File: src/rtl/store_buffer_pkg.sv
// Shared types for the store buffer: store op encoding, byte-enable constants,
// aligned memory-write request and the bundled in/out views of the top level.
package store_buffer_pkg;

  localparam int DEPTH_DEFAULT = 4;

  typedef enum logic [1:0] {
    OP_SB   = 2'b00,
    OP_SH   = 2'b01,
    OP_SW   = 2'b10,
    OP_RSVD = 2'b11
  } st_op_e;

  localparam logic [3:0] WSTRB_B0 = 4'h1;
  localparam logic [3:0] WSTRB_LO = 4'h3;
  localparam logic [3:0] WSTRB_HI = 4'hC;
  localparam logic [3:0] WSTRB_W  = 4'hF;

  typedef enum logic {
    S_IDLE = 1'b0,
    S_REQ  = 1'b1
  } drain_state_e;

  typedef struct packed {
    logic [31:0] addr;
    logic [31:0] wdata;
    logic [3:0]  wstrb;
  } mem_wreq_t;

  typedef struct packed {
    logic        valid;
    st_op_e      op;
    logic [31:0] addr;
    logic [31:0] sdata;
  } store_buffer_in_type;

  typedef struct packed {
    logic      ready;
    logic      exc;
    logic      empty;
    logic      mem_valid;
    mem_wreq_t req;
  } store_buffer_out_type;

endpackage

File: src/rtl/store_align.sv
// Turns a right-justified store (op, byte address, data) into a word-aligned
// write request with replicated data and byte enables; flags illegal stores.
module store_align
  import store_buffer_pkg::*;
(
  input  st_op_e      op_i,
  input  logic [31:0] addr_i,
  input  logic [31:0] sdata_i,
  output mem_wreq_t   req_o,
  output logic        misalign_o
);

  always_comb begin
    req_o.addr  = {addr_i[31:2], 2'b00};
    req_o.wdata = sdata_i;
    req_o.wstrb = WSTRB_W;
    misalign_o  = 1'b0;
    unique case (op_i)
      OP_SB: begin
        req_o.wstrb = WSTRB_B0 << addr_i[1:0];
        req_o.wdata = {4{sdata_i[7:0]}};
      end
      OP_SH: begin
        req_o.wstrb = addr_i[1] ? WSTRB_HI : WSTRB_LO;
        req_o.wdata = {2{sdata_i[15:0]}};
        misalign_o  = addr_i[0];
      end
      OP_SW: begin
        misalign_o = (addr_i[1:0] != 2'b00);
      end
      default: begin
        misalign_o = 1'b1;
      end
    endcase
  end

endmodule

File: src/rtl/store_buffer.sv
// Aligns execute-stage stores, queues them in a small FIFO and drains the FIFO
// head to data memory over a registered valid/ready request.
module store_buffer
  import store_buffer_pkg::*;
#(
  parameter int DEPTH = DEPTH_DEFAULT
) (
  input  logic        clock,
  input  logic        reset,
  input  logic        st_valid,
  input  logic [1:0]  st_op,
  input  logic [31:0] st_addr,
  input  logic [31:0] st_sdata,
  output logic        st_ready,
  output logic        st_exc,
  output logic        store_empty,
  output logic        mem_valid,
  output logic [31:0] mem_addr,
  output logic [31:0] mem_wdata,
  output logic [3:0]  mem_wstrb,
  input  logic        mem_ready
);

  localparam int AW = (DEPTH > 1) ? $clog2(DEPTH) : 1;
  localparam logic [AW:0] FULL_CNT = (AW+1)'(DEPTH);
  localparam logic [AW:0] ONE_CNT  = (AW+1)'(1);

  store_buffer_in_type  in_s;
  store_buffer_out_type out_s;

  mem_wreq_t    aligned;
  logic         misalign;
  mem_wreq_t    fifo_q [DEPTH];
  logic [AW-1:0] wptr_q, rptr_q, rptr_nxt;
  logic [AW:0]  count_q, count_d;
  drain_state_e state_q, state_d;
  mem_wreq_t    req_q, req_d;
  logic         st_exc_q;
  logic         offered, push, pop;

  assign in_s = '{valid: st_valid, op: st_op_e'(st_op), addr: st_addr, sdata: st_sdata};

  store_align u_align (
    .op_i      (in_s.op),
    .addr_i    (in_s.addr),
    .sdata_i   (in_s.sdata),
    .req_o     (aligned),
    .misalign_o(misalign)
  );

  assign offered  = in_s.valid && (count_q != FULL_CNT);
  assign push     = offered && !misalign;
  assign pop      = (state_q == S_REQ) && mem_ready;
  assign rptr_nxt = rptr_q + 1'b1;

  // The presented request stays counted until its handshake, so a full FIFO
  // includes the entry currently on the memory port.
  always_comb begin
    state_d = state_q;
    req_d   = req_q;
    unique case (state_q)
      S_IDLE: begin
        if (count_q != '0) begin
          state_d = S_REQ;
          req_d   = fifo_q[rptr_q];
        end
      end
      S_REQ: begin
        if (mem_ready) begin
          if (count_q > ONE_CNT) begin
            req_d = fifo_q[rptr_nxt];
          end else begin
            state_d = S_IDLE;
          end
        end
      end
      default: state_d = S_IDLE;
    endcase
  end

  always_comb begin
    count_d = count_q;
    unique case ({push, pop})
      2'b10:   count_d = count_q + ONE_CNT;
      2'b01:   count_d = count_q - ONE_CNT;
      default: count_d = count_q;
    endcase
  end

  always_ff @(posedge clock) begin
    if (reset) begin
      state_q  <= S_IDLE;
      req_q    <= '0;
      count_q  <= '0;
      wptr_q   <= '0;
      rptr_q   <= '0;
      st_exc_q <= 1'b0;
    end else begin
      state_q  <= state_d;
      req_q    <= req_d;
      count_q  <= count_d;
      st_exc_q <= offered && misalign;
      if (push) wptr_q <= wptr_q + 1'b1;
      if (pop)  rptr_q <= rptr_nxt;
    end
  end

  // Storage carries no reset so it can map onto plain RAM/registers.
  always_ff @(posedge clock) begin
    if (push) fifo_q[wptr_q] <= aligned;
  end

  always_comb begin
    out_s.ready     = (count_q != FULL_CNT);
    out_s.exc       = st_exc_q;
    out_s.mem_valid = (state_q == S_REQ);
    out_s.empty     = (count_q == '0) && (state_q != S_REQ);
    out_s.req       = req_q;
  end

  assign st_ready    = out_s.ready;
  assign st_exc      = out_s.exc;
  assign store_empty = out_s.empty;
  assign mem_valid   = out_s.mem_valid;
  assign mem_addr    = out_s.req.addr;
  assign mem_wdata   = out_s.req.wdata;
  assign mem_wstrb   = out_s.req.wstrb;

endmodule

File: config.mk
export PLATFORM = sky130hd
export DESIGN_NAME = store_buffer
export DESIGN_NICKNAME = d
export VERILOG_FILES = /design/src/rtl/store_buffer_pkg.sv /design/src/rtl/store_align.sv /design/src/rtl/store_buffer.sv
export SDC_FILE = /design/constraint.sdc
export NUM_CORES = 1
export LEC_CHECK = 0
export ABC_AREA = 1
export BUFFER_PORTS_ARGS = -buffer_cell sky130_fd_sc_hd__buf_2
export CAP_MARGIN = 25
export CORE_MARGIN = 3
export CORE_UTILIZATION = 47
export DETAILED_ROUTE_END_ITERATION = 8
export HOLD_SLACK_MARGIN = 0.15
export MAX_ROUTING_LAYER = met4
export PLACE_DENSITY_LB_ADDON = 0.12
export SLEW_MARGIN = 20
export SYNTH_ARGS = -nofsm -noshare
export SYNTH_HDL_FRONTEND = slang
export SYNTH_SLANG_ARGS = --single-unit
File: constraint.sdc
create_clock -name clock -period 7.9 [get_ports clock]
set_input_delay 0.395 -clock clock [delete_from_list [all_inputs] [get_ports clock]]
set_output_delay 0.395 -clock clock [all_outputs]
set_load 0.01 [all_outputs]
==> run metrics <==
Pwr per Cell Area 276.5 nW/um^2; WP data arrival 4080 ps; Core Region 36,000 sq um; Peak VDD IR 157.0 uV; CP max stage cell buf_4; Critical Path Most Common Cell buf_4; # nets final 2,395; clock latency on the worst-skew pair 520 ps; Hold WC Path Type primary input to register; hold buffer count at CTS 32; Post-synth EDFFs 264; Hold Fails Final Rpt 0; Core Util, Final 54.69%; Clock Path Buffers 3; Initial Util 48.17%; setup TNS 0 ps; postcts setup bufs 0; unrepaired setup endpoints after global routing false; DR vias 14,490; synth top area cells edfxtp_1 (46%), nand2_1 (17%), dfxtp_1 (8.9%), nand3_1 (7.8%), inv_1 (7.7%); Largest delay share family, worst path buffers and inverters; Clock transition at path regs 60 ps; vias per inst 5.162; WS Path Type register to register; cts bufs inserted 40; worst reg2reg setup slack 4200 ps; worst path buffer plus inverter count 5; Critical Path End mem_wdata[27]; fmax 270.4 MHz; Slew @ Worst Pin 1031 ps; post-synthesis sequential area ratio 54.61%; row count 69; Synth Cell Area 17,340 sq um; Worst slew margin 31.28%; DRT Wirelength 47,840 microns; max_cap viols 0; Ant. Diodes 0; Pleak 8.990 nW; First-pass DRT Iterations 5; vias in the first global route 14,158; WL/cell 17.04 microns; syn_area_per_cell 7.836 sq um; final setup vio count 0; status completed; fraction of layout cells with a size suffix above 1 9.974%; IO Pins 142; total die area 39,240 sq um; Die X 198.1 microns; Layout Skew 10.45 ps; post-synth top area cell edfxtp_1; prevailing post-synth register cell edfxtp_1; DRC 0; Syn Inst Count 2,213; GRT met1 Usage 33.11%; CTS tree built; CTS H-tree depth 2; Final Wtd Congestion 0.9019; Post-DP HPWL 26,960 microns; startpoint types register; GRT Util Overall 25.12%; Synth async-reset ratio 0%; CP required 8280 ps; top cell type's share of synthesized area 45.72%; Overflow after GRT 0; Chip Height 198.1 microns; Seq cells post-synth 341; Starting DRT DRC Count 1,112; Final ANT Viol Nets 0; largest net degree at the start of global routing 76; Distinct cells, synth 26; GR met2 Demand/Resource 41.39%; Max Slew Vio Count 0; Synthesis Warnings 0; Worst R2R Path Depth 8; gr busiest metal met2; worst setup path startpoint mem_valid; Final Cycle Share 46.81%; grt met3 use 3.012%; initial antenna violation count 0; largest stage delay on the critical path 740 ps; Fill cells 3,334; root buffer cell clkbuf_16; synth cell count leaders nand2_1 (791), inv_1 (355), nand3_1 (269), edfxtp_1 (264), nor2_1 (146); cell count along the critical path 8; crit path cell chain buf_4 > inv_2 > buf_4 > nand3_2 > nand2_2 > inv_2 > buf_4 > a21oi_1; worst r2r src mem_valid; Max Fanout on Critical Path 70; count leader, synth nand2_1; worst r2r dst mem_wdata[27]; Area Overhead vs Synth 13.54%; Tmin final 3698 ps; CP endpoint kind register; first-pass GRT wire length 75,350 microns; clock sink count 341; post-CTS sizing 0; IO buf count 139
area by class of cell:
type | count | area [sq um] | area share [%]
Clock inverter | 16 | 125.1 | 0.6355
Tap cell | 461 | 576.8 | 2.930
Clock buffer | 55 | 1099 | 5.580
Multi-Input combinational cell | 1382 | 5868 | 29.80
Sequential cell | 341 | 9480 | 48.15
Inverter | 362 | 1361 | 6.914
Timing Repair Buffer | 190 | 1179 | 5.986
per-stage QoR:
step / power, mW / hold slack (ps) / std cells / setup slack [ps] / instance area (sq um)
floorplan: 3.239 / 464.2 / 2214 / 3503 / 17340
global placement: 3.693 / 490.2 / 2703 / 4315 / 18120
detailed placement: 3.724 / 496.1 / 2704 / 4227 / 18140
CTS: 5.485 / 162.0 / 2807 / 4212 / 19690
global route: 5.756 / 182.8 / 2807 / 3950 / 19690
finish: 5.444 / 198.3 / 2807 / 4202 / 19690
layer usage:
layer,share of wire [%],wire [microns],vias up
li1,-,-,7118
met1,44,20920,6775
met2,48,22820,503
met3,6.5,3108,94
met4,2.1,984,0
met5,0,0,-
sequential cells by signal, indices dropped and copies added, names as in the netlist, named ones only:
signal	count
fifo_q	264
mem_wdata	32
mem_addr	30
mem_wstrb	4
count_q	3
rptr_q	2
wptr_q	2
mem_valid	1
st_exc	1
logic make-up after synthesis:
kind of cell | count (synthesis) | synth area share [%]
simple gates | 1213 | 28.35
buf+inv | 491 | 11.76
flops | 341 | 54.61
compound gates | 158 | 4.632
fa+ha+maj | 8 | 0.5773
xor+xnor | 1 | 0.05052
other cells | 1 | 0.02163
worst min-delay path by stage:
stage / to / cells after the start / slack (ps) / from
2_1_floorplan: count_q[2] / 2 / 460 / count_q[2]
3_3_place_gp: count_q[2] / 2 / 490 / count_q[2]
3_5_place_dp: count_q[2] / 2 / 500 / count_q[2]
4_1_cts: fifo_q[2][4] / 1 / 160 / st_sdata[0]
5_1_grt: fifo_q[3][4] / 1 / 180 / st_sdata[0]
6_report: fifo_q[2][8] / 1 / 200 / st_sdata[4]
cell usage in the layout (no fill, tap or decap):
master,netlist,final
nand2_1,791,790
inv_1,355,354
nand3_1,269,269
edfxtp_1,264,264
nor2_1,146,142
buf_2,52,139
o21ai_0,78,78
a21oi_1,72,72
dfxtp_1,77,72
clkbuf_16,0,41
dlygate4sd3_1,0,32
buf_4,13,18
clkbuf_1,48,12
ha_1,8,8
inv_2,7,7
clkinv_2,0,7
clkinv_1,0,6
nor2_4,1,5
o211ai_1,4,4
o21ai_1,3,3
dfxtp_2,0,3
nor2_2,2,2
nand2_2,1,2
dfxtp_4,0,2
conb_1,1,2
bufinv_16,0,2
clkbuf_8,0,2
nand3_2,1,1
inv_4,0,1
a211oi_1,1,1
xor2_1,1,1
nand3b_1,1,1
nor3_1,1,1
clkinvlp_4,0,1
buf_16,0,1
report_power, final:
part           switching, mW  total [mW]  internal, mW  leakage, nW
logic                   1.01        1.46         0.452         5.35
clock network          0.707        1.74          1.03        0.599
registers              0.120        2.24          2.12         3.04
Note: power is estimated with default switching activity, not from simulation.
